===== src/rtl/fpga_rst_seq_pkg.sv =====
// fpga_rst_seq_pkg
// Shared definitions for the FPGA reset sequencer: sequencer state encodings,
// reset-cause encodings and the counter-width helper.
// Used by fpga_reset_sequencer and rst_seq_debounce.
package fpga_rst_seq_pkg;

    localparam int STATE_W = 2;
    typedef logic [STATE_W-1:0] state_t;

    // Sequencer states, in release order.
    localparam logic [1:0] S_WAIT_LOCK = 2'd0;
    localparam logic [1:0] S_HOLD      = 2'd1;
    localparam logic [1:0] S_STAGGER   = 2'd2;
    localparam logic [1:0] S_RUN       = 2'd3;

    // Reset-cause codes reported on rst_cause_o.
    localparam logic [1:0] CAUSE_POWER_ON  = 2'b00;
    localparam logic [1:0] CAUSE_BUTTON    = 2'b01;
    localparam logic [1:0] CAUSE_ALERT     = 2'b10;
    localparam logic [1:0] CAUSE_LOCK_LOSS = 2'b11;

    // Width of a counter that runs 0 .. cycles-1; never narrower than 1 bit.
    function automatic int cnt_width(input int cycles);
        int w;
        w = $clog2(cycles);
        return (w < 1) ? 1 : w;
    endfunction

endpackage


===== src/rtl/rst_seq_debounce.sv =====
// rst_seq_debounce
// Two-flop synchronizer followed by a debouncer for an asynchronous level.
// The debounced output only follows the synchronized input once the two have
// disagreed for DEBOUNCE_CYCLES consecutive cycles; any agreement restarts it.
// Ports:
//   clk_i  - clock, rising edge
//   rst_i  - synchronous active-high reset, clears synchronizer and debounce state
//   raw_i  - asynchronous raw input
//   deb_o  - debounced, synchronized level
module rst_seq_debounce
    import fpga_rst_seq_pkg::*;
#(
    parameter int DEBOUNCE_CYCLES = 1000
) (
    input  logic clk_i,
    input  logic rst_i,
    input  logic raw_i,
    output logic deb_o
);

    localparam int DEB_W = cnt_width(DEBOUNCE_CYCLES);
    localparam logic [DEB_W-1:0] DEB_LAST = DEB_W'(DEBOUNCE_CYCLES - 1);

    logic             sync1_q, sync1_d;
    logic             sync2_q, sync2_d;
    logic             deb_q, deb_d;
    logic [DEB_W-1:0] cnt_q, cnt_d;

    always_comb begin
        sync1_d = raw_i;
        sync2_d = sync1_q;
        deb_d   = deb_q;
        cnt_d   = '0;
        if (sync2_q != deb_q) begin
            // The last disagreeing cycle flips the output and rearms the count.
            if (cnt_q == DEB_LAST) begin
                deb_d = sync2_q;
                cnt_d = '0;
            end else begin
                cnt_d = cnt_q + DEB_W'(1);
            end
        end
    end

    always_ff @(posedge clk_i) begin
        if (rst_i) begin
            sync1_q <= 1'b0;
            sync2_q <= 1'b0;
            deb_q   <= 1'b0;
            cnt_q   <= '0;
        end else begin
            sync1_q <= sync1_d;
            sync2_q <= sync2_d;
            deb_q   <= deb_d;
            cnt_q   <= cnt_d;
        end
    end

    assign deb_o = deb_q;

endmodule


===== src/rtl/fpga_reset_sequencer.sv =====
// fpga_reset_sequencer
// Board-level reset sequencer. Waits for clock lock, holds everything in reset
// for HOLD_CYCLES (extended while the reset button is held), releases the JTAG
// TAP reset, then JTAG_LEAD cycles later releases the SoC reset. While running,
// lock loss or a button press (and, when RST_SEQ_ALERT_RESET_EN is defined, a
// monitor alert) restarts the sequence and records the cause.
// Build option: RST_SEQ_ALERT_RESET_EN - alert_i high in S_RUN becomes a reset
// event with cause 10; when undefined alert_i is ignored.
// Ports:
//   clk_i        - clock, rising edge
//   rst_i        - synchronous active-high reset
//   btn_reset_i  - raw push-button, asynchronous, active-high
//   clk_locked_i - clock-generator lock, asynchronous
//   alert_i      - monitor alert level, synchronous to clk_i
//   soc_rst_no   - SoC reset, active-low, registered
//   jtag_trst_no - JTAG TAP reset, active-low, registered
//   running_o    - high only in S_RUN
//   rst_cause_o  - last reset cause (00 power-on, 01 button, 10 alert, 11 lock loss)
//   rst_count_o  - resets since rst_i, saturating at 255
//   dbg_state_o  - current sequencer state (S_* encodings in fpga_rst_seq_pkg)
module fpga_reset_sequencer
    import fpga_rst_seq_pkg::*;
#(
    parameter int DEBOUNCE_CYCLES = 1000,
    parameter int HOLD_CYCLES     = 256,
    parameter int JTAG_LEAD       = 16
) (
    input  logic               clk_i,
    input  logic               rst_i,
    input  logic               btn_reset_i,
    input  logic               clk_locked_i,
    input  logic               alert_i,
    output logic               soc_rst_no,
    output logic               jtag_trst_no,
    output logic               running_o,
    output logic [1:0]         rst_cause_o,
    output logic [7:0]         rst_count_o,
    output logic [STATE_W-1:0] dbg_state_o
);

    localparam int HOLD_W = cnt_width(HOLD_CYCLES);
    localparam int LEAD_W = cnt_width(JTAG_LEAD);
    localparam logic [HOLD_W-1:0] HOLD_LAST = HOLD_W'(HOLD_CYCLES - 1);
    localparam logic [LEAD_W-1:0] LEAD_LAST = LEAD_W'(JTAG_LEAD - 1);

    logic btn_deb;
    logic alert_evt;

    rst_seq_debounce #(
        .DEBOUNCE_CYCLES (DEBOUNCE_CYCLES)
    ) u_btn_debounce (
        .clk_i (clk_i),
        .rst_i (rst_i),
        .raw_i (btn_reset_i),
        .deb_o (btn_deb)
    );

`ifdef RST_SEQ_ALERT_RESET_EN
    assign alert_evt = alert_i;
`else
    logic alert_unused;
    assign alert_evt    = 1'b0;
    assign alert_unused = alert_i;
`endif

    logic              lock_sync1_q, lock_sync1_d;
    logic              lock_sync2_q, lock_sync2_d;
    logic              btn_prev_q, btn_prev_d;
    state_t            state_q, state_d;
    logic [HOLD_W-1:0] hold_cnt_q, hold_cnt_d;
    logic [LEAD_W-1:0] lead_cnt_q, lead_cnt_d;
    logic [1:0]        cause_q, cause_d;
    logic [7:0]        count_q, count_d;
    logic              jtag_n_q, jtag_n_d;
    logic              soc_n_q, soc_n_d;

    logic lock_lost;
    logic btn_rise;

    assign lock_lost = ~lock_sync2_q;
    assign btn_rise  = btn_deb & ~btn_prev_q;

    always_comb begin
        lock_sync1_d = clk_locked_i;
        lock_sync2_d = lock_sync1_q;
        btn_prev_d   = btn_deb;
        state_d      = state_q;
        hold_cnt_d   = hold_cnt_q;
        lead_cnt_d   = lead_cnt_q;
        cause_d      = cause_q;
        count_d      = count_q;

        case (state_q)
            S_WAIT_LOCK: begin
                hold_cnt_d = '0;
                lead_cnt_d = '0;
                if (!lock_lost) begin
                    state_d = S_HOLD;
                end
            end
            S_HOLD: begin
                if (lock_lost) begin
                    state_d    = S_WAIT_LOCK;
                    hold_cnt_d = '0;
                end else if (btn_deb) begin
                    // A held button stretches the hold phase from scratch.
                    hold_cnt_d = '0;
                end else if (hold_cnt_q == HOLD_LAST) begin
                    state_d    = S_STAGGER;
                    hold_cnt_d = '0;
                end else begin
                    hold_cnt_d = hold_cnt_q + HOLD_W'(1);
                end
            end
            S_STAGGER: begin
                if (lock_lost) begin
                    state_d    = S_WAIT_LOCK;
                    lead_cnt_d = '0;
                end else if (lead_cnt_q == LEAD_LAST) begin
                    state_d    = S_RUN;
                    lead_cnt_d = '0;
                end else begin
                    lead_cnt_d = lead_cnt_q + LEAD_W'(1);
                end
            end
            S_RUN: begin
                if (lock_lost || btn_rise || alert_evt) begin
                    state_d = S_WAIT_LOCK;
                    // Simultaneous events: lock loss wins, then button, then alert.
                    if (lock_lost) begin
                        cause_d = CAUSE_LOCK_LOSS;
                    end else if (btn_rise) begin
                        cause_d = CAUSE_BUTTON;
                    end else begin
                        cause_d = CAUSE_ALERT;
                    end
                    count_d = (count_q == 8'hFF) ? count_q : count_q + 8'd1;
                end
            end
            default: begin
                state_d = S_WAIT_LOCK;
            end
        endcase

        // Outputs are registered from the next state so they line up with it.
        jtag_n_d = (state_d == S_STAGGER) || (state_d == S_RUN);
        soc_n_d  = (state_d == S_RUN);
    end

    always_ff @(posedge clk_i) begin
        if (rst_i) begin
            lock_sync1_q <= 1'b0;
            lock_sync2_q <= 1'b0;
            btn_prev_q   <= 1'b0;
            state_q      <= S_WAIT_LOCK;
            hold_cnt_q   <= '0;
            lead_cnt_q   <= '0;
            cause_q      <= CAUSE_POWER_ON;
            count_q      <= 8'd0;
            jtag_n_q     <= 1'b0;
            soc_n_q      <= 1'b0;
        end else begin
            lock_sync1_q <= lock_sync1_d;
            lock_sync2_q <= lock_sync2_d;
            btn_prev_q   <= btn_prev_d;
            state_q      <= state_d;
            hold_cnt_q   <= hold_cnt_d;
            lead_cnt_q   <= lead_cnt_d;
            cause_q      <= cause_d;
            count_q      <= count_d;
            jtag_n_q     <= jtag_n_d;
            soc_n_q      <= soc_n_d;
        end
    end

    assign soc_rst_no   = soc_n_q;
    assign jtag_trst_no = jtag_n_q;
    assign running_o    = (state_q == S_RUN);
    assign rst_cause_o  = cause_q;
    assign rst_count_o  = count_q;
    assign dbg_state_o  = state_q;

endmodule


===== config.mk =====
export PLATFORM = sky130hd
export DESIGN_NAME = fpga_reset_sequencer
export DESIGN_NICKNAME = d
export VERILOG_FILES = /design/src/rtl/fpga_rst_seq_pkg.sv /design/src/rtl/rst_seq_debounce.sv /design/src/rtl/fpga_reset_sequencer.sv
export SDC_FILE = /design/constraint.sdc
export NUM_CORES = 1
export LEC_CHECK = 0
export CAP_MARGIN = 20
export CORE_ASPECT_RATIO = 1.25
export CORE_MARGIN = 5
export CORE_UTILIZATION = 45
export DETAILED_ROUTE_END_ITERATION = 12
export PLACE_DENSITY = 0.66
export SKIP_LAST_GASP = 1
export SYNTH_ARGS = -nofsm -noshare
export SYNTH_HDL_FRONTEND = slang
export SYNTH_SLANG_ARGS = --single-unit

===== constraint.sdc =====
create_clock -name clk_i -period 2.85 [get_ports clk_i]
set_input_delay 0.285 -clock clk_i [delete_from_list [all_inputs] [get_ports clk_i]]
set_output_delay 0.285 -clock clk_i [all_outputs]
set_load 0.05 [all_outputs]

# ---- Word level (Yosys, flattened, before mapping)
# Cells that the tools add are included.
dict set report totals {
  ff_bits 42
  output_inout_bits 15
  word_cells 59
}
dict set report classes {
  n_reduce_logical 9
  n_mux 17
  n_addsub 4
  eq_ne 10
  bitwise 5
}
# cell count
set ops {}
lappend ops {{$mux W8} 3}
lappend ops {{$mux W2} 9}
lappend ops {{$add A8 B1 Y8 const B} 2}
lappend ops {{$eq A8 B8 Y1 const B} 2}
lappend ops {{$pmux W8 S2} 1}
lappend ops {{$add A10 B1 Y10 const B} 1}
lappend ops {{$eq A10 B10 Y1 const B} 1}
lappend ops {{$eq A2 B2 Y1 const B} 4}
lappend ops {{$mux W4} 2}
lappend ops {{$pmux W2 S4} 1}
lappend ops {{$pmux W4 S2} 1}
lappend ops {{$add A4 B1 Y4 const B} 1}
lappend ops {{$eq A4 B4 Y1 const B} 1}
lappend ops {{$not A1 Y1} 4}
lappend ops {{$reduce_and A2 Y1} 2}
lappend ops {{$reduce_bool A2 Y1} 2}
lappend ops {{$reduce_and A3 Y1} 1}
lappend ops {{$reduce_or A3 Y1} 1}
lappend ops {{$eq A2 B1 Y1 const B} 1}
lappend ops {{$logic_not A2 Y1} 1}
lappend ops {{$logic_or A1 B1 Y1} 2}
lappend ops {{$and A1 B1 Y1} 1}
lappend ops {{$ne A1 B1 Y1} 1}

# ---- Logic depth before layout (Yosys ltp)
dict set report depth {
  depth_word 7
  ltp_mapped 5
  mapped_depth_nobuf 5
}

# ---- Hierarchy
# From an unflattened synthesis, not the netlist that was laid out.
dict set report hier_totals {
  hier_cells 209
  area_unflattened_um2 1875.5
}
# module n_inst cells_each area_each_um2
set by_module_without_submodules {}
lappend by_module_without_submodules {fpga_reset_sequencer 1 150 1332.5}
lappend by_module_without_submodules {rst_seq_debounce 1 59 543.0}

# ---- Least setup slack after synthesis
# No wires, ideal clock.
dict set report synth_timing {
  kind {register to register}
  startpoint {reg state_q[1] (netlist: dbg_state_o[1])}
  endpoint {reg count_q[7] (netlist: rst_count_o[7])}
  path_buffers 0
  period_less_slack_ps 1815
  stages_incl_launch_ff 5
  slack_ps 1035
  t_arrival_ps 1744
  path_cell_list {dfxtp_1 > and2_4 > o21ai_2 > or4_1 > a21oi_1}
}
dict set report synth_between {
  elab_chain_len 2
}
# item line
set synth_lines {}
lappend synth_lines {{start, declared} fpga_reset_sequencer.sv:69} ;# state_t state_q, state_d;
lappend synth_lines {{start signal, assigned} fpga_reset_sequencer.sv:166} ;# state_q <= state_d;
lappend synth_lines {{$eq A2 B2 Y1} n/a}
lappend synth_lines {{net running_o} fpga_reset_sequencer.sv:35} ;# output logic running_o,
lappend synth_lines {{$reduce_and A3 Y1 (no source line)} n/a}
lappend synth_lines {{end signal, assigned} fpga_reset_sequencer.sv:170} ;# count_q <= count_d;
lappend synth_lines {{end, declared} fpga_reset_sequencer.sv:73} ;# logic [7:0] count_q, count_d;
# The timed path passes the listed nets, and every way through them passes these cells.
# A chain may end at the register's enable or synchronous reset.

# ---- Worst setup path after layout
dict set report layout_timing {
  startpoint {reg state_q[1] (netlist: dbg_state_o[1])}
  endpoint {out running_o}
}
dict set report layout_between {
  elab_chain_len 1
}
# item line
set layout_lines {}
lappend layout_lines {{$eq A2 B2 Y1} fpga_reset_sequencer.sv:178} ;# assign running_o = (state_q == S_RUN);
lappend layout_lines {{end, declared} fpga_reset_sequencer.sv:35}
# No other way between the ends.

==> flow_summary.yaml <==
synth:
  synth_nets: 212
  syn_inst: 203
  synth_top_area_share: 0.4505
  synth_top_cell_by_area: "dfxtp_1"
  synth-edff-count: 0
  syn_area_sq_um: 1822
  synthFlopType: "dfxtp_1"
  synth_seq_cells: 41
  synthTopCellsByArea: "dfxtp_1, nor2_1, xnor2_1"
  synth_area_per_cell_sq_um: 8.974
  synth.most_common_cell: "dfxtp_1"
  synth-async-reset-ratio: 0
  synthTopCellsByCount: "dfxtp_1, nor2_1, a21oi_1, nand3_1, xnor2_1"
  ys_warn_count: 0
  ys_seq_area_frac: 0.4505
  ys_types: 45
drt:
  final_antenna_net_count: 0
  via_per_inst: 5.304
  drt-pass1-iter-count: 4
  wl_um: 3396
  post-route-drc-count: 0
  wire_per_inst_um: 12.30
  drtIter0Drc: 61
  num_vias: 1464
sta:
  max_freq_mhz: 445.0
  skew_ns: 0.01100
  drv_slew: 0
  hold_viol: 0
  whs_ns: 0.4411
  slew_headroom: 0.6539
  rsz0062_at_grt: "false"
  fin_tns_setup_ns: 0
  worst_pin_slew_ns: 0.5175
  setup_violations: 0
  min_period_ns: 2.247
  fin_crit_sh: 0.7886
die:
  dieArea_sq_um: 5429
  start_util: 0.4735
  boundaryPins: 20
  coreArea_sq_um: 3847
  die_w_um: 66.91
  num_rows: 25
  die_y_um: 81.14
clocking:
  cts_tree: "built"
  clk_latency_ns: 0.29
  htreeDepth: 2
  cts_resized: 0
  ctsHoldBuffers: 0
  clock-root-buffer: "clkbuf_8"
  cts.sinks: 41
  cts_buffers: 5
  cts.path.max_buffers: 2
  postCtsSetupBuffers: 0
  path_clk_slew_ns: 0.07
min_path:
  worstHoldPathType: "flip-flop to flip-flop"
  hold_depth: 1
  hp-start: "u_btn_debounce.sync1_q$_SDFF_PP0_"
  hold_path_end: "u_btn_debounce.sync2_q$_SDFF_PP0_"
pwr:
  p_int_uw: 753.4
  leakagePower_uw: 0.0007141
  combPwrFrac: 0.021
  switching_power_uw: 214.1
  power_frac_seq: 0.598
  switching_share: 0.2213
  p_clk_frac: 0.381
  power_uw: 967.5
  p_per_area_nw_per_um2: 456.7
  max-vdd-ir-drop_v: 0.0003458
worst_setup_path:
  cp_max_fo: 14
  worstPathArrival_ns: 1.96
  crit_type: "flip-flop to output pin"
  crit_required_ns: 2.57
  start_kind: "flip-flop"
  end_kind: "output pin"
  reg2reg_to: "rst_count_o[4]$_SDFFE_PP0P_"
  rr_startpoint: "dbg_state_o[1]$_SDFF_PP0_"
  worst-r2r-setup-slack_ns: 1.09
  r2r_cells: 4
placement:
  dp_hpwl_um: 2437
  gp_congestion: 0.8068
  io_buffers: 18
  post_dp_cell_area_sq_um: 2032
cells_and_area:
  num_antenna_cells: 0
  layout-drive-gt1-share: 0.06757
  area_growth_pct: 16.28
  stdcell_area_sq_um: 2118
  nNetsFinal: 230
  fillCellCount: 373
  utilization: 0.5506
global_routing:
  grt-ovfl-total: 0
  track_usage: 0.1422
  grt_pass1_vias: 1383
  grt_max_degree: 16
  grt_pass1_wl_um: 5961
  antenna_found_initial: 0
run:
  maxCapViolations: 0
status:
  outcome: "finished clean"
==> final cells by class <==
type / instances / area [sq um] / share of cell area
well taps: 54 / 67.56 / 0.03190
flip-flops and latches: 41 / 820.8 / 0.3875
repair buffers: 19 / 187.7 / 0.08860
clock buffers: 5 / 68.82 / 0.03249
clock inverters: 3 / 17.52 / 0.008269
multi-input cells: 149 / 937.1 / 0.4424
inverters: 5 / 18.77 / 0.008860
==> layer usage <==
metal	up-vias	routed length, um	track usage	share of wire
li1	759	-	-	-
met1	672	1551	0.1735	0.46
met2	26	1640	0.2312	0.48
met3	7	130	0.02905	0.038
met4	0	74	0.07911	0.022
met5	-	0	0	0
==> placed cells by master (no fill, tap or decap), types with 3 or more instances in the layout <==
master	Yosys	final
dfxtp_1	41	41
nor2_1	29	29
clkdlybuf4s50_1	0	18
a21oi_1	13	13
nand3_1	10	10
xnor2_1	9	9
nand2_1	7	7
nor2b_1	7	7
xor2_1	6	6
nand4_1	5	5
nor3_1	5	5
clkbuf_8	0	5
a21o_1	4	4
o21ai_1	4	4
o21ai_0	4	4
o31ai_1	4	4
or4_1	4	4
ha_1	4	4
and3_1	3	3
inv_1	3	3
a41oi_1	3	3
==> cell families after synthesis <==
kind of cell	after synthesis	share of synthesized area
XOR/XNOR	15	0.07212
adder cells (fa/ha/maj)	4	0.02747
flip-flops	41	0.4506
multiplexers	3	0.01717
AO/OA/AOI/OAI	38	0.1305
AND/OR/NAND/NOR	89	0.2672
buffers and inverters	13	0.03503
==> worst max-delay path, stage by stage (launching register included) <==
cell	delay (ns)
dfxtp_1	0.61
and2_4	0.26
clkdlybuf4s50_1	0.81
==> worst max path at each step <==
stage,from,to,depth (start not counted)
2_1_floorplan,dbg_state_o[1]$_SDFF_PP0_,rst_count_o[7]$_SDFFE_PP0P_,4
3_3_place_gp,dbg_state_o[1]$_SDFF_PP0_,running_o,2
3_5_place_dp,dbg_state_o[1]$_SDFF_PP0_,running_o,2
4_1_cts,dbg_state_o[1]$_SDFF_PP0_,running_o,2
5_1_grt,dbg_state_o[1]$_SDFF_PP0_,running_o,2
6_report,dbg_state_o[1]$_SDFF_PP0_,running_o,2
==> per-stage QoR <==
step                instances  setup WS, ns
floorplan                 203         1.035
global placement          268        0.9090
detailed placement        268        0.9118
CTS                       276        0.5832
global route              276        0.4969
finish                    276        0.6026
==> state kept, by name (all words and copies together), names as in the netlist <==
| register | count |
|---|---|
| u_btn_debounce.cnt_q | 10 |
| hold_cnt_q | 8 |
| rst_count_o | 8 |
| lead_cnt_q | 4 |
| dbg_state_o | 2 |
| rst_cause_o | 2 |
| btn_prev_q | 1 |
| lock_sync1_q | 1 |
| lock_sync2_q | 1 |
| soc_rst_no | 1 |
| u_btn_debounce.deb_o | 1 |
| u_btn_debounce.sync1_q | 1 |
| u_btn_debounce.sync2_q | 1 |
==> power by group through the flow <==
stage               clock network, uW  logic, uW  registers, uW
finish                            369       20.1            579
global route                      410       22.2            579
CTS                               388       20.1            579
detailed placement                  0       20.1            592
global placement                    0       19.7            592
floorplan                           0       11.9            592
(Power assumes the default switching activity.)
==> variant 1: new RTL, same flow settings <==
`DEBOUNCE_CYCLES` is set to 1000 in 2 places; all go to 500.
--- a/src/rtl/rst_seq_debounce.sv
+++ b/src/rtl/rst_seq_debounce.sv
@@ -10,7 +10,7 @@
 module rst_seq_debounce
     import fpga_rst_seq_pkg::*;
 #(
-    parameter int DEBOUNCE_CYCLES = 1000
+    parameter int DEBOUNCE_CYCLES = 500
 ) (
     input  logic clk_i,
     input  logic rst_i,
--- a/src/rtl/fpga_reset_sequencer.sv
+++ b/src/rtl/fpga_reset_sequencer.sv
@@ -21,7 +21,7 @@
 module fpga_reset_sequencer
     import fpga_rst_seq_pkg::*;
 #(
-    parameter int DEBOUNCE_CYCLES = 1000,
+    parameter int DEBOUNCE_CYCLES = 500,
     parameter int HOLD_CYCLES     = 256,
     parameter int JTAG_LEAD       = 16
 ) (
Check against the original RTL: no difference found for any inputs over 10 cycles, from zero or initial values and one cycle with rst_i high; that may be too few to reach the edited logic, so the function may still have changed.
==> variant 1 against the original RTL <==
  * Design area fell by 0.53%
  * Clock power is 2% higher
  * Worst setup slack got worse by 82 ps
  * Hold slack better by 0.63 ps
  * Synthesized area fell by 1.4%
  * Wire length shrank 2.9%
  * Sequential cell count did not move
  * Clock skew is 4.4 ps lower
  * Highest routed layer unchanged
  * Via count decreased by 0.27%
  * Power increased by 0.89%
==> variant 1: results (changes against the original RTL) <==
Logic synthesis:
- The synthesized instance count came to 209 (+3.0%).
- By area the synthesized netlist is led by sky130_fd_sc_hd__dfxtp_1 46%, sky130_fd_sc_hd__nor2_1 5.9%, sky130_fd_sc_hd__a21oi_1 4.7%.
- The post-synth net total is 218 (+2.8%).

GRT:
- The total routing resource utilization after global routing is 14.0% (-0.19 points).
- The met1 track utilization from global routing is 17.5% (+0.17 points).
- The met2 capacity usage during global routing came to 21.8% (-1.3 points).
- The maximum number of pins on one net before global-route repair is 36 (+20).

Finish:
- The fraction of final layout cells with drive strength greater than 1 came to 5.29% (-1.5 points).
- The multi-input logic portion of the cell area came to 43.9% (-0.30 points).
- The number of nets in the final layout is 236 (+2.6%).
- The fraction of area in clock buffers and inverters is 4.10% (+0.022 points).

Pwr:
- The leakage power is 0.000684 uW (-4.2%).
- The worst ir drop on vdd was 0.322 mV (-6.8%).

Place:
- The final weighted congestion of routability-driven global placement is 0.757 (-6.2%).
- The placed instance count is 274 (+2.2%).
- The cell area after placement is 2020 sq um (-0.55%).

Status:
- The run finished with clean final reports.

Route:
- The sum of routed wire segments on met1 is 1620 um (+4.7%).
- The routed wire length on met3 came to 128 um (-1.5%).
- The average vias per placed instance is 5.20 (-2.0%).

STA:
- The post-route minimum period is 2330 ps (+81.5 ps).
- The setup skew after layout is 6.61 ps (-4.38 ps).
- The measured slew at the worst slew-check pin is 523 ps (+5.20 ps).

Worst setup path:
- The reg2reg setup slack was 900 ps (-190 ps).
- The top fanout value on the critical path was 17 (+3).

Hold path:
- The hold path startpoint is u_btn_debounce.cnt_q[0]$_SDFF_PP0_.
[variant 1: cell types whose count changed in the layout (fill, tap and decap cells not counted), sizes merged, moves of 3 or more]
cell,before,now
xor2,6,3
nand2,7,16
or3,2,7
xnor2,9,5
a41oi,3,0
a21oi,13,17
a21o,4,1
a31oi,1,5
[variant 1: where the power goes]
part / total (uW) / switching [uW] / internal (uW)
registers: 579 / 3.42 / 576
clock network: 375 / 183 / 192
logic: 21.3 / 12.5 / 8.77
total: 976 / 199 / 777
[variant 1: cell families (layout without fill, tap and decap cells)]
logic type	after synthesis	count (layout)	synth area share (%)
AOI/OAI and AO/OA	39	39	12.9
xor gates and xnor gates	8	8	3.90
adders and majority gates	4	4	2.79
buffers and inverters	13	31	2.72
DFF	41	41	45.7
muxes	5	5	2.93
and+or+nand+nor	99	99	29.1
[variant 1: critical path: cells and delay by family (launching register included)]
family        cells  cell delay (ps)
simple gates      1              210
buf+inv           2              900
flops             1              650
==> variant 2: new RTL, same flow settings <==
Without the edit above. Make the reset (`rst_i`) asynchronous in 2 clocked blocks. Comments in the files are not updated.
--- a/src/rtl/rst_seq_debounce.sv
+++ b/src/rtl/rst_seq_debounce.sv
@@ -42,7 +42,7 @@
         end
     end
 
-    always_ff @(posedge clk_i) begin
+    always_ff @(posedge clk_i or posedge rst_i) begin
         if (rst_i) begin
             sync1_q <= 1'b0;
             sync2_q <= 1'b0;
--- a/src/rtl/fpga_reset_sequencer.sv
+++ b/src/rtl/fpga_reset_sequencer.sv
@@ -147,7 +147,7 @@
         soc_n_d  = (state_d == S_RUN);
     end
 
-    always_ff @(posedge clk_i) begin
+    always_ff @(posedge clk_i or posedge rst_i) begin
         if (rst_i) begin
             lock_sync1_q <= 1'b0;
             lock_sync2_q <= 1'b0;
Check against the original RTL: differs if rst_i is asserted again (counterexample within 4 cycles, from zero or initial values and one cycle with rst_i high); with rst_i held inactive, the same outputs for 10 cycles.
==> variant 2 against the original RTL <==
  * Worst setup slack worse by 13 ps
  * Sequential cell count up 1
  * Synthesized area up 7.0%
  * Synthesized cell count down 8.4%
  * Hold slack worse by 88 ps
  * Design area up 7.8%
  * Wire length up 7.0%
  * Core utilization up 0.21 points
  * Largest cell class is now flip-flops and latches
Power is not compared: it rests on default switching activity, and its combinational part moved more than twofold at a synthesized area within 25%.
==> variant 2: results (changes against the original RTL) <==
Status:
- The run finished with clean final reports.

Route:
- The wire length on met2 is 1730 um (+5.7%).
- The sum of routed wire segments on met1 was 1640 um (+5.9%).
- The routed wire length on met3 came to 191 um (+47%).
- The average vias per placed instance is 5.45 (+2.7%).
- The detail-routed net length per standard cell was 13.7 um (+11%).
- The violation count after the first detailed-route iteration is 41 (-33%).
- The first-pass iteration count of the detailed router is 4 (unchanged).

Worst setup path:
- The top fanout value on the critical path is 11 (-3).
- The startpoint identified for the worst register-to-register timing path is rst_count_o[0]$_DFFE_PP0P_.
- The start point of the critical path is dbg_state_o[0]$_DFF_PP0_.
- The reg2reg setup slack is 1110 ps (+20 ps).
- In this run the critical register-to-register path is captured at rst_count_o[1]$_DFFE_PP0P_.

Logic synthesis:
- The warning count from the yosys run is 0 (unchanged).
- The post-synthesis async set-or-reset flop share is 100% (+100 points).
- The post-synth net total came to 195 (-8.0%).
- Counting instances in the post-synthesis netlist gives the leading cell types as 42 x sky130_fd_sc_hd__dfrtp_1, 20 x sky130_fd_sc_hd__nor2_1, 13 x sky130_fd_sc_hd__nand2_1, 11 x sky130_fd_sc_hd__o21ai_0.
- The count of distinct cell types in the synthesized netlist is 42 (-6.7%).
- After synthesis, the cell types taking the most area are sky130_fd_sc_hd__dfrtp_1 54%, sky130_fd_sc_hd__nor2_1 3.9%, sky130_fd_sc_hd__xnor2_1 3.6%.
- The portion of the post-synthesis area used by sequential elements is 53.9% (+8.9 points).
- The average size of a mapped cell came to 10.5 sq um (+17%).

Finish:
- The number of nets in the final layout is 217 (-5.7%).
- The fraction of final layout cells with drive strength greater than 1 is 8.13% (+1.4 points).
- The flip-flop count of the largest register, all copies and words added is 10 (unchanged).
- The final instance count without filler cells is 265 (-4.0%).

STA:
- The post-route minimum period was 2260 ps (+12.5 ps).
- The setup skew after layout came to 5.24 ps (-5.76 ps).
- The count of endpoints failing setup in the final report came to 0 (unchanged).
- The measured slew at the worst slew-check pin was 518 ps (+0.428 ps).

GRT:
- The wire length of the first global-routing pass is 6550 um (+9.8%).
- The maximum number of pins on one net before global-route repair is 43 (+27).
- The via count of the first global-routing pass is 1444 (+4.4%).
- The total routing resource utilization after global routing is 14.6% (+0.40 points).
- The number of antenna violations at the first check in global routing is 0 (unchanged).

Place:
- The detailed placer's ending HPWL is 2570 um (+5.3%).
- The final weighted congestion of routability-driven global placement is 0.816 (+1.2%).
- The worst setup slack after placement is 930 ps (+18.0 ps).
- The cell area after placement was 2190 sq um (+7.9%).
- The placed instance count is 257 (-4.1%).

Clock tree:
- The worst-case clock buffer depth was 2 (unchanged).
- The number of buffers created by CTS was 5 (unchanged).
- The clock latency on the worst-skew pair is 290 ps (about the same).
- The post-cts resize count is 0 (unchanged).

Hold path:
- The hold path startpoint is lock_sync1_q$_DFF_PP0_.
- For hold timing, the worst endpoint is lock_sync2_q$_DFF_PP0_.
- The worst hold path belongs to the class register to register.
- The hold-critical path depth is 0 (-1).
==> variant 2: power by group through the flow <==
stage | Sequential [uW] | Combinational, uW | Clock [uW]
final | 614 | 41.4 | 390
after global routing | 615 | 47.6 | 428
after CTS | 614 | 42.9 | 403
after detailed placement | 626 | 42.6 | 0
after global placement | 625 | 41.1 | 0
after floorplan | 623 | 30.4 | 0
==> variant 2: through the flow <==
stage	util (%)	hold slack, ps
final	55.3	353
after detailed placement	53.1	342
after CTS	55.3	354
after global placement	53.1	332
after global routing	55.3	355
after floorplan	-	316
==> variant 2: cell families (layout without fill, tap and decap cells) <==
| kind of cell | count (synthesis) | in the layout | synth area share, % |
|---|---|---|---|
| simple gates | 72 | 72 | 19.4 |
| flops | 42 | 42 | 53.9 |
| compound gates | 40 | 40 | 14.2 |
| buf+inv | 13 | 36 | 2.70 |
| xor+xnor | 12 | 12 | 5.39 |
| fa+ha+maj | 4 | 4 | 2.57 |
| mux | 3 | 3 | 1.73 |
==> variant 2: worst register-to-register path, cell delays in order (launching register included) <==
cell                       delay [ps]
sky130_fd_sc_hd__dfrtp_1          440
sky130_fd_sc_hd__ha_1             250
sky130_fd_sc_hd__and3_1           250
sky130_fd_sc_hd__a221oi_4         320
sky130_fd_sc_hd__mux2_2           370
==> variant 2: how the worst max path moves through the flow <==
stage                                  to  slack (ps)  cells past startpoint
2_1_floorplan  rst_count_o[1]$_DFFE_PP0P_         960                      4
4_1_cts                         running_o         580                      3
6_report                        running_o         590                      3
3_3_place_gp                    running_o         960                      3
3_5_place_dp                    running_o         930                      3
5_1_grt                         running_o         480                      3
==> variant 2: area by class of cell <==
cell class / count / area share (%)
timing repair buffer: 20 / 8.55
clock buffer: 7 / 3.78
tap: 56 / 3.07
sequential: 42 / 46.0
clock inverter: 1 / 0.219
multi-input combinational: 131 / 37.0
inverter: 8 / 1.32
==> variant 2: metal layers <==
| metal | vias up | global-route usage [%] |
|---|---|---|
| met5 | - | 0 |
| met4 | 0 | 6.03 |
| met3 | 6 | 4.72 |
| met2 | 34 | 22.2 |
| met1 | 700 | 18.8 |
| li1 | 704 | - |
